==> src/rtl/conv_pkg.sv <==
// Shared definitions for the convolution launcher: FSM state encoding,
// X/Y and Z memory address widths, and the default core handshake timeout.
package conv_pkg;

    localparam int XY_AW       = 5;
    localparam int Z_AW        = 6;
    localparam int TMO_DEFAULT = 1023;

    typedef enum logic [3:0] {
        S_IDLE,
        S_LOAD_X,
        S_LOAD_Y,
        S_START,
        S_WAIT_BUSY,
        S_WAIT_DONE,
        S_RD_ADDR,
        S_RD_DATA,
        S_STREAM
    } state_t;

endpackage

==> src/rtl/conv_launcher.sv <==
// Job launcher for a convolution core: loads X/Y memories, starts the core,
// then streams Z out. Define CONV_LAUNCHER_TIMEOUT_EN to enable the core timeout.
module conv_launcher
    import conv_pkg::*;
#(
    parameter int DW  = 8,
    parameter int ZW  = 16,
    parameter int TMO = TMO_DEFAULT
) (
    input  logic             clk,
    input  logic             rst_n,
    input  logic             cfg_valid,
    output logic             cfg_ready,
    input  logic [XY_AW-1:0] cfg_nx,
    input  logic [XY_AW-1:0] cfg_ny,
    input  logic             s_valid,
    output logic             s_ready,
    input  logic [DW-1:0]    s_data,
    output logic             memx_we,
    output logic             memy_we,
    output logic [XY_AW-1:0] mem_addr,
    output logic [DW-1:0]    mem_wdata,
    output logic             core_start,
    input  logic             core_busy,
    input  logic             core_done,
    output logic [Z_AW-1:0]  memz_addr,
    input  logic [ZW-1:0]    memz_rdata,
    output logic             m_valid,
    input  logic             m_ready,
    output logic [ZW-1:0]    m_data,
    output logic             m_last,
    output logic             err_tmo
);

    if (TMO < 1) begin : g_bad_tmo
        $error("conv_launcher: TMO must be at least 1");
    end

    state_t           r_state;
    state_t           w_next;
    logic [XY_AW-1:0] r_nx;
    logic [XY_AW-1:0] r_ny;
    logic [Z_AW-1:0]  r_k;
    logic [ZW-1:0]    r_m_data;
    logic [Z_AW-1:0]  w_len;
    logic             w_z_last;
    logic             w_in_wait;
    logic             w_tmo_hit;

    // Lengths are stored minus one, so L = nx + ny + 1 fits in 6 bits (max 63).
    assign w_len     = {1'b0, r_nx} + {1'b0, r_ny} + 6'd1;
    assign w_z_last  = (r_k == w_len - 6'd1);
    assign w_in_wait = (r_state == S_WAIT_BUSY) || (r_state == S_WAIT_DONE);
    assign m_data    = r_m_data;

`ifdef CONV_LAUNCHER_TIMEOUT_EN
    localparam int TW = $clog2(TMO + 1);
    logic [TW-1:0] r_tmo_cnt;

    assign w_tmo_hit = w_in_wait && (r_tmo_cnt == TW'(TMO - 1));

    always_ff @(posedge clk or negedge rst_n) begin
        if (!rst_n) begin
            r_tmo_cnt <= '0;
        end else if (w_in_wait) begin
            r_tmo_cnt <= r_tmo_cnt + TW'(1);
        end else begin
            r_tmo_cnt <= '0;
        end
    end
`else
    assign w_tmo_hit = 1'b0;
`endif

    // Handshakes: a transfer happens on a rising edge where valid and ready
    // are both high; a valid source holds its data stable until that edge.
    always_comb begin
        w_next     = r_state;
        cfg_ready  = 1'b0;
        s_ready    = 1'b0;
        memx_we    = 1'b0;
        memy_we    = 1'b0;
        mem_addr   = '0;
        mem_wdata  = '0;
        core_start = 1'b0;
        memz_addr  = '0;
        m_valid    = 1'b0;
        m_last     = 1'b0;
        err_tmo    = 1'b0;
        case (r_state)
            S_IDLE: begin
                cfg_ready = 1'b1;
                if (cfg_valid) w_next = S_LOAD_X;
            end
            S_LOAD_X: begin
                s_ready   = 1'b1;
                memx_we   = s_valid;
                mem_addr  = r_k[XY_AW-1:0];
                mem_wdata = s_data;
                if (s_valid && (r_k[XY_AW-1:0] == r_nx)) w_next = S_LOAD_Y;
            end
            S_LOAD_Y: begin
                s_ready   = 1'b1;
                memy_we   = s_valid;
                mem_addr  = r_k[XY_AW-1:0];
                mem_wdata = s_data;
                if (s_valid && (r_k[XY_AW-1:0] == r_ny)) w_next = S_START;
            end
            S_START: begin
                core_start = 1'b1;
                w_next     = S_WAIT_BUSY;
            end
            // An idle core already shows done=1, so only busy can advance here.
            S_WAIT_BUSY: begin
                if (core_busy) w_next = S_WAIT_DONE;
            end
            S_WAIT_DONE: begin
                if (core_done && !core_busy) w_next = S_RD_ADDR;
            end
            S_RD_ADDR: begin
                memz_addr = r_k;
                w_next    = S_RD_DATA;
            end
            S_RD_DATA: begin
                memz_addr = r_k;
                w_next    = S_STREAM;
            end
            S_STREAM: begin
                m_valid = 1'b1;
                m_last  = w_z_last;
                if (m_ready) w_next = w_z_last ? S_IDLE : S_RD_ADDR;
            end
            default: w_next = S_IDLE;
        endcase
        if (w_tmo_hit) begin
            err_tmo = 1'b1;
            w_next  = S_IDLE;
        end
    end

    always_ff @(posedge clk or negedge rst_n) begin
        if (!rst_n) begin
            r_state  <= S_IDLE;
            r_k      <= '0;
            r_nx     <= '0;
            r_ny     <= '0;
            r_m_data <= '0;
        end else begin
            r_state <= w_next;
            case (r_state)
                S_IDLE: begin
                    r_k <= '0;
                    if (cfg_valid) begin
                        r_nx <= cfg_nx;
                        r_ny <= cfg_ny;
                    end
                end
                S_LOAD_X: begin
                    if (s_valid) r_k <= (r_k[XY_AW-1:0] == r_nx) ? '0 : r_k + 6'd1;
                end
                S_LOAD_Y: begin
                    if (s_valid) r_k <= r_k + 6'd1;
                end
                S_WAIT_DONE: r_k <= '0;
                S_RD_DATA:   r_m_data <= memz_rdata;
                S_STREAM: begin
                    if (m_ready && !w_z_last) r_k <= r_k + 6'd1;
                end
                default: ;
            endcase
        end
    end

endmodule

==> config.mk <==
export PLATFORM = sky130hd
export DESIGN_NAME = conv_launcher
export DESIGN_NICKNAME = d
export VERILOG_FILES = /design/src/rtl/conv_pkg.sv /design/src/rtl/conv_launcher.sv
export SDC_FILE = /design/constraint.sdc
export NUM_CORES = 1
export LEC_CHECK = 0
export ABC_AREA = 1
export BUFFER_PORTS_ARGS = -buffer_cell sky130_fd_sc_hd__clkbuf_2
export CAP_MARGIN = 10
export CORE_MARGIN = 3
export CORE_UTILIZATION = 50
export DETAILED_ROUTE_END_ITERATION = 16
export GPL_ROUTABILITY_DRIVEN = 1
export PLACE_DENSITY = 0.89
export SLEW_MARGIN = 15
export SYNTH_ARGS = -nofsm -noshare
export SYNTH_HDL_FRONTEND = slang
export SYNTH_SLANG_ARGS = --single-unit
==> constraint.sdc <==
create_clock -name clk -period 3.2 [get_ports clk]
set_input_delay 0.16 -clock clk [delete_from_list [all_inputs] [get_ports clk]]
set_output_delay 0.16 -clock clk [all_outputs]
set_load 0.02 [all_outputs]
==> results.sh <==
export IMPL_worst_pin_slew_ns=0.917
export IMPL_first_pass_iters=9
export IMPL_worstPathRequired_ns=3.04
export IMPL_synth_cells=283
export IMPL_multi_input_area_um2=1220
export IMPL_p_int_uw=1790
export IMPL_hold_path_class="input pin to asynchronous set/reset pin"
export IMPL_ys_ff_latch=36
export IMPL_post_cts_buffers=0
export IMPL_cp_max_fo=6
export IMPL_p_sw_uw=1580
export IMPL_synthMuxAreaShare=0.117
export IMPL_post_route_util=0.659
export IMPL_cp_data_arrival_time_ns=2.45
export IMPL_viasPerCell=5.22
export IMPL_yosys_warnings=0
export IMPL_hold_buffers=0
export IMPL_regArea_um2=901
export IMPL_post_dp_hpwl_mm=4.48
export IMPL_htree_levels=2
export IMPL_cts_tree="yes"
export IMPL_syn_nets=331
export IMPL_path_cells="ha_1, fa_1, xnor2_1, nand2_1, nor2_1, nand2_1, nor2_1, nand3_2, inv_1, clkbuf_2"
export IMPL_power_density_nw_per_um2=1160
export IMPL_synth_compound_area_frac=0.0443
export IMPL_root_buffer="clkbuf_8"
export IMPL_cap_violations=0
export IMPL_seq_area_frac_synth=0.389
export IMPL_syn_avg_cell_area_um2=8.18
export IMPL_vias=2170
export IMPL_drt_iter0_markers=130
export IMPL_track_usage=0.216
export IMPL_grt_max_degree=37
export IMPL_cts_buffers=5
export IMPL_die_x_um=74.1
export IMPL_die_h_um=74.1
export IMPL_synth_top_family_by_area="simple AND/OR/NAND/NOR gates"
export IMPL_diodes=0
export IMPL_slew_viol_final=0
export IMPL_grt_pass1_vias=2059
export IMPL_io_buffers=82
export IMPL_power_uw=3370
export IMPL_antenna_found_initial=0
export IMPL_finalHoldViolations=12
export IMPL_rsz0062_at_grt="no"
export IMPL_ios=84
export IMPL_path_class="register to output pin"
export IMPL_synthAdderAreaFrac=0.0411
export IMPL_slowest_stage="fa_1"
export IMPL_status="finished, violations left"
export IMPL_syn_area_um2=2320
export IMPL_violations="hold timing"
export IMPL_clk_latency_ns=0.29
export IMPL_fillerInstances=338
export IMPL_synth_xor_area_share=0.0529
export IMPL_grt_ovfl_total=0
export IMPL_setup_viol=0
export IMPL_ys_types=34
export IMPL_std_cell_rows=24
export IMPL_syn_to_final_growth_pct=25.6
export IMPL_power_frac_comb=0.576
export IMPL_clock_sinks=36
export IMPL_fmax_mhz=383
export IMPL_fin_crit_sh=0.815
export IMPL_die_area_um2=5480
export IMPL_switching_share=0.469
export IMPL_leakagePower_uw=0.00160
export IMPL_fin_ws_ns=0.592
export IMPL_path_clk_slew_ns=0.08
export IMPL_synth_simple_area_share=0.270
export IMPL_pwr_share_clk=0.166
export IMPL_grt_pass1_wl_mm=9.13
export IMPL_initial_core_util=0.525
export IMPL_drtAntennaViolNets=0
export IMPL_core_um2=4410
export IMPL_clk_path_buf_depth=2
export IMPL_nNetsFinal=411
export IMPL_cts_resized=0
export IMPL_fin_skew_ns=0.00591
export IMPL_pwr_share_seq=0.259
export IMPL_r2r_slack_ns=0.93
export IMPL_vdd_drop_max_v=0.000596
export IMPL_drc=0
export IMPL_wl_per_cell_um=14.2
export IMPL_critical_path_max_stage_delay_ns=0.48
export IMPL_final_layout_size_suffix_gt1_frac=0.376
export IMPL_post_route_min_period_ns=2.61
export IMPL_place_congestion=0.816
export IMPL_dp_slack_ns=0.963
export IMPL_setup_tns_ns=0
export IMPL_endpoint_kind="output pin"
export IMPL_totalWireLength_mm=5.90
export IMPL_finalHoldWorstSlack_ns=-0.00600
export IMPL_slew_headroom=0.389
export IMPL_worst_setup_path_start_kind="register"
-- stage by stage --
stage | hold WS, ns | cells | instance area [µm²]
finish | -0.00600 | 416 | 2910
global route | 0.0543 | 416 | 2910
detailed placement | 0.327 | 408 | 2750
global placement | 0.317 | 408 | 2750
CTS | 0.0123 | 416 | 2910
floorplan | -0.136 | 283 | 2320
-- cells in the final DEF (no fill, tap or decap), drive strengths merged --
cell | Yosys | routed
a21oi | 9 | 9
bufinv | 0 | 3
clkbuf | 3 | 87
conb | 1 | 1
dfrtp | 36 | 36
fa | 1 | 1
ha | 6 | 6
inv | 41 | 41
mux2 | 24 | 24
nand2 | 59 | 59
nand2b | 1 | 1
nand3 | 22 | 22
nand3b | 2 | 2
nand4 | 5 | 5
nor2 | 41 | 41
nor3 | 2 | 2
o21ai | 7 | 7
o31ai | 1 | 1
or2 | 2 | 2
xnor2 | 5 | 5
xor2 | 9 | 9
-- power by group through the flow --
| stage | registers (µW) | logic [µW] | clock network (µW) |
|---|---|---|---|
| after global placement | 858 | 1810 | 0 |
| final | 873 | 1940 | 559 |
| after CTS | 868 | 1920 | 569 |
| after global routing | 895 | 2130 | 588 |
| after floorplan | 930 | 1350 | 0 |
| after detailed placement | 872 | 1890 | 0 |
-- registers in the layout (all words and copies together) (netlist names) --
register,count
r_ny,5
r_nx,5
r_state,4
r_k,6
m_data,16
-- cell type report --
class | instances | share of cell area
clock inverters | 3 | 0.0310
flip-flops and latches | 36 | 0.310
well taps | 52 | 0.0224
multi-input cells | 197 | 0.419
clock buffers | 5 | 0.0237
inverters | 41 | 0.0529
repair buffers | 82 | 0.141
-- synth_stat cells --
| cell | n | area (µm²) |
|---|---|---|
| a21oi_1 | 7 | 35.0 |
| a21oi_2 | 1 | 8.76 |
| a21oi_4 | 1 | 16.3 |
| buf_1 | 1 | 3.75 |
| buf_2 | 4 | 20.0 |
| buf_4 | 1 | 7.51 |
| clkbuf_1 | 3 | 11.3 |
| conb_1 | 1 | 3.75 |
| dfrtp_1 | 36 | 901 |
| fa_1 | 1 | 20.0 |
| ha_1 | 6 | 75.1 |
| inv_1 | 36 | 135 |
| inv_2 | 5 | 18.8 |
| mux2_2 | 24 | 270 |
| nand2_1 | 53 | 199 |
| nand2_2 | 5 | 31.3 |
| nand2_4 | 1 | 11.3 |
| nand2b_1 | 1 | 6.26 |
| nand3_1 | 19 | 95.1 |
| nand3_2 | 3 | 30.0 |
| nand3b_1 | 2 | 15.0 |
| nand4_1 | 5 | 31.3 |
| nor2_1 | 36 | 135 |
| nor2_2 | 4 | 25.0 |
| nor2_4 | 1 | 11.3 |
| nor3_1 | 1 | 5.00 |
| nor3_4 | 1 | 16.3 |
| o21ai_0 | 4 | 20.0 |
| o21ai_1 | 3 | 15.0 |
| o31ai_1 | 1 | 7.51 |
| or2_0 | 1 | 6.26 |
| or2_2 | 1 | 6.26 |
| xnor2_1 | 5 | 43.8 |
| xor2_1 | 9 | 78.8 |
-- worst paths after layout --
path	start	end	cells after the start
max	r_nx[0]$_DFFE_PN0P_	m_last	10
min	rst_n	m_data[4]$_DFFE_PN0P_	1
max reg2reg	r_nx[0]$_DFFE_PN0P_	r_k[1]$_DFFE_PN0P_	11
min reg2reg	m_data[1]$_DFFE_PN0P_	m_data[1]$_DFFE_PN0P_	1
max in group asynchronous	rst_n	r_nx[2]$_DFFE_PN0P_	1
min in group clk	memz_rdata[9]	m_data[9]$_DFFE_PN0P_	2
-- routing by layer --
metal / vias to the layer above / GRT usage / part of all wire
met5: - / 0 / 0
met4: 0 / 0.103 / 0.028
met3: 20 / 0.0419 / 0.083
met2: 116 / 0.392 / 0.51
met1: 985 / 0.242 / 0.38
li1: 1049 / - / -
-- kinds of logic (layout without fill, tap and decap cells) --
family	count (synthesis)	in the layout
adders and majority gates	7	7
xor gates and xnor gates	14	14
and+or+nand+nor	134	134
other	1	1
buffers and inverters	50	131
DFF	36	36
muxes	24	24
AOI/OAI and AO/OA	17	17
-- critical path: cells and delay by family, from the launching register on --
kind          cells  cell delay (ns)
fa+ha+maj         2             0.75
simple gates      5             0.56
flops             1             0.42
xor+xnor          1             0.19
buf+inv           2             0.25
No activity file was read; power rests on OpenSTA's default activity.
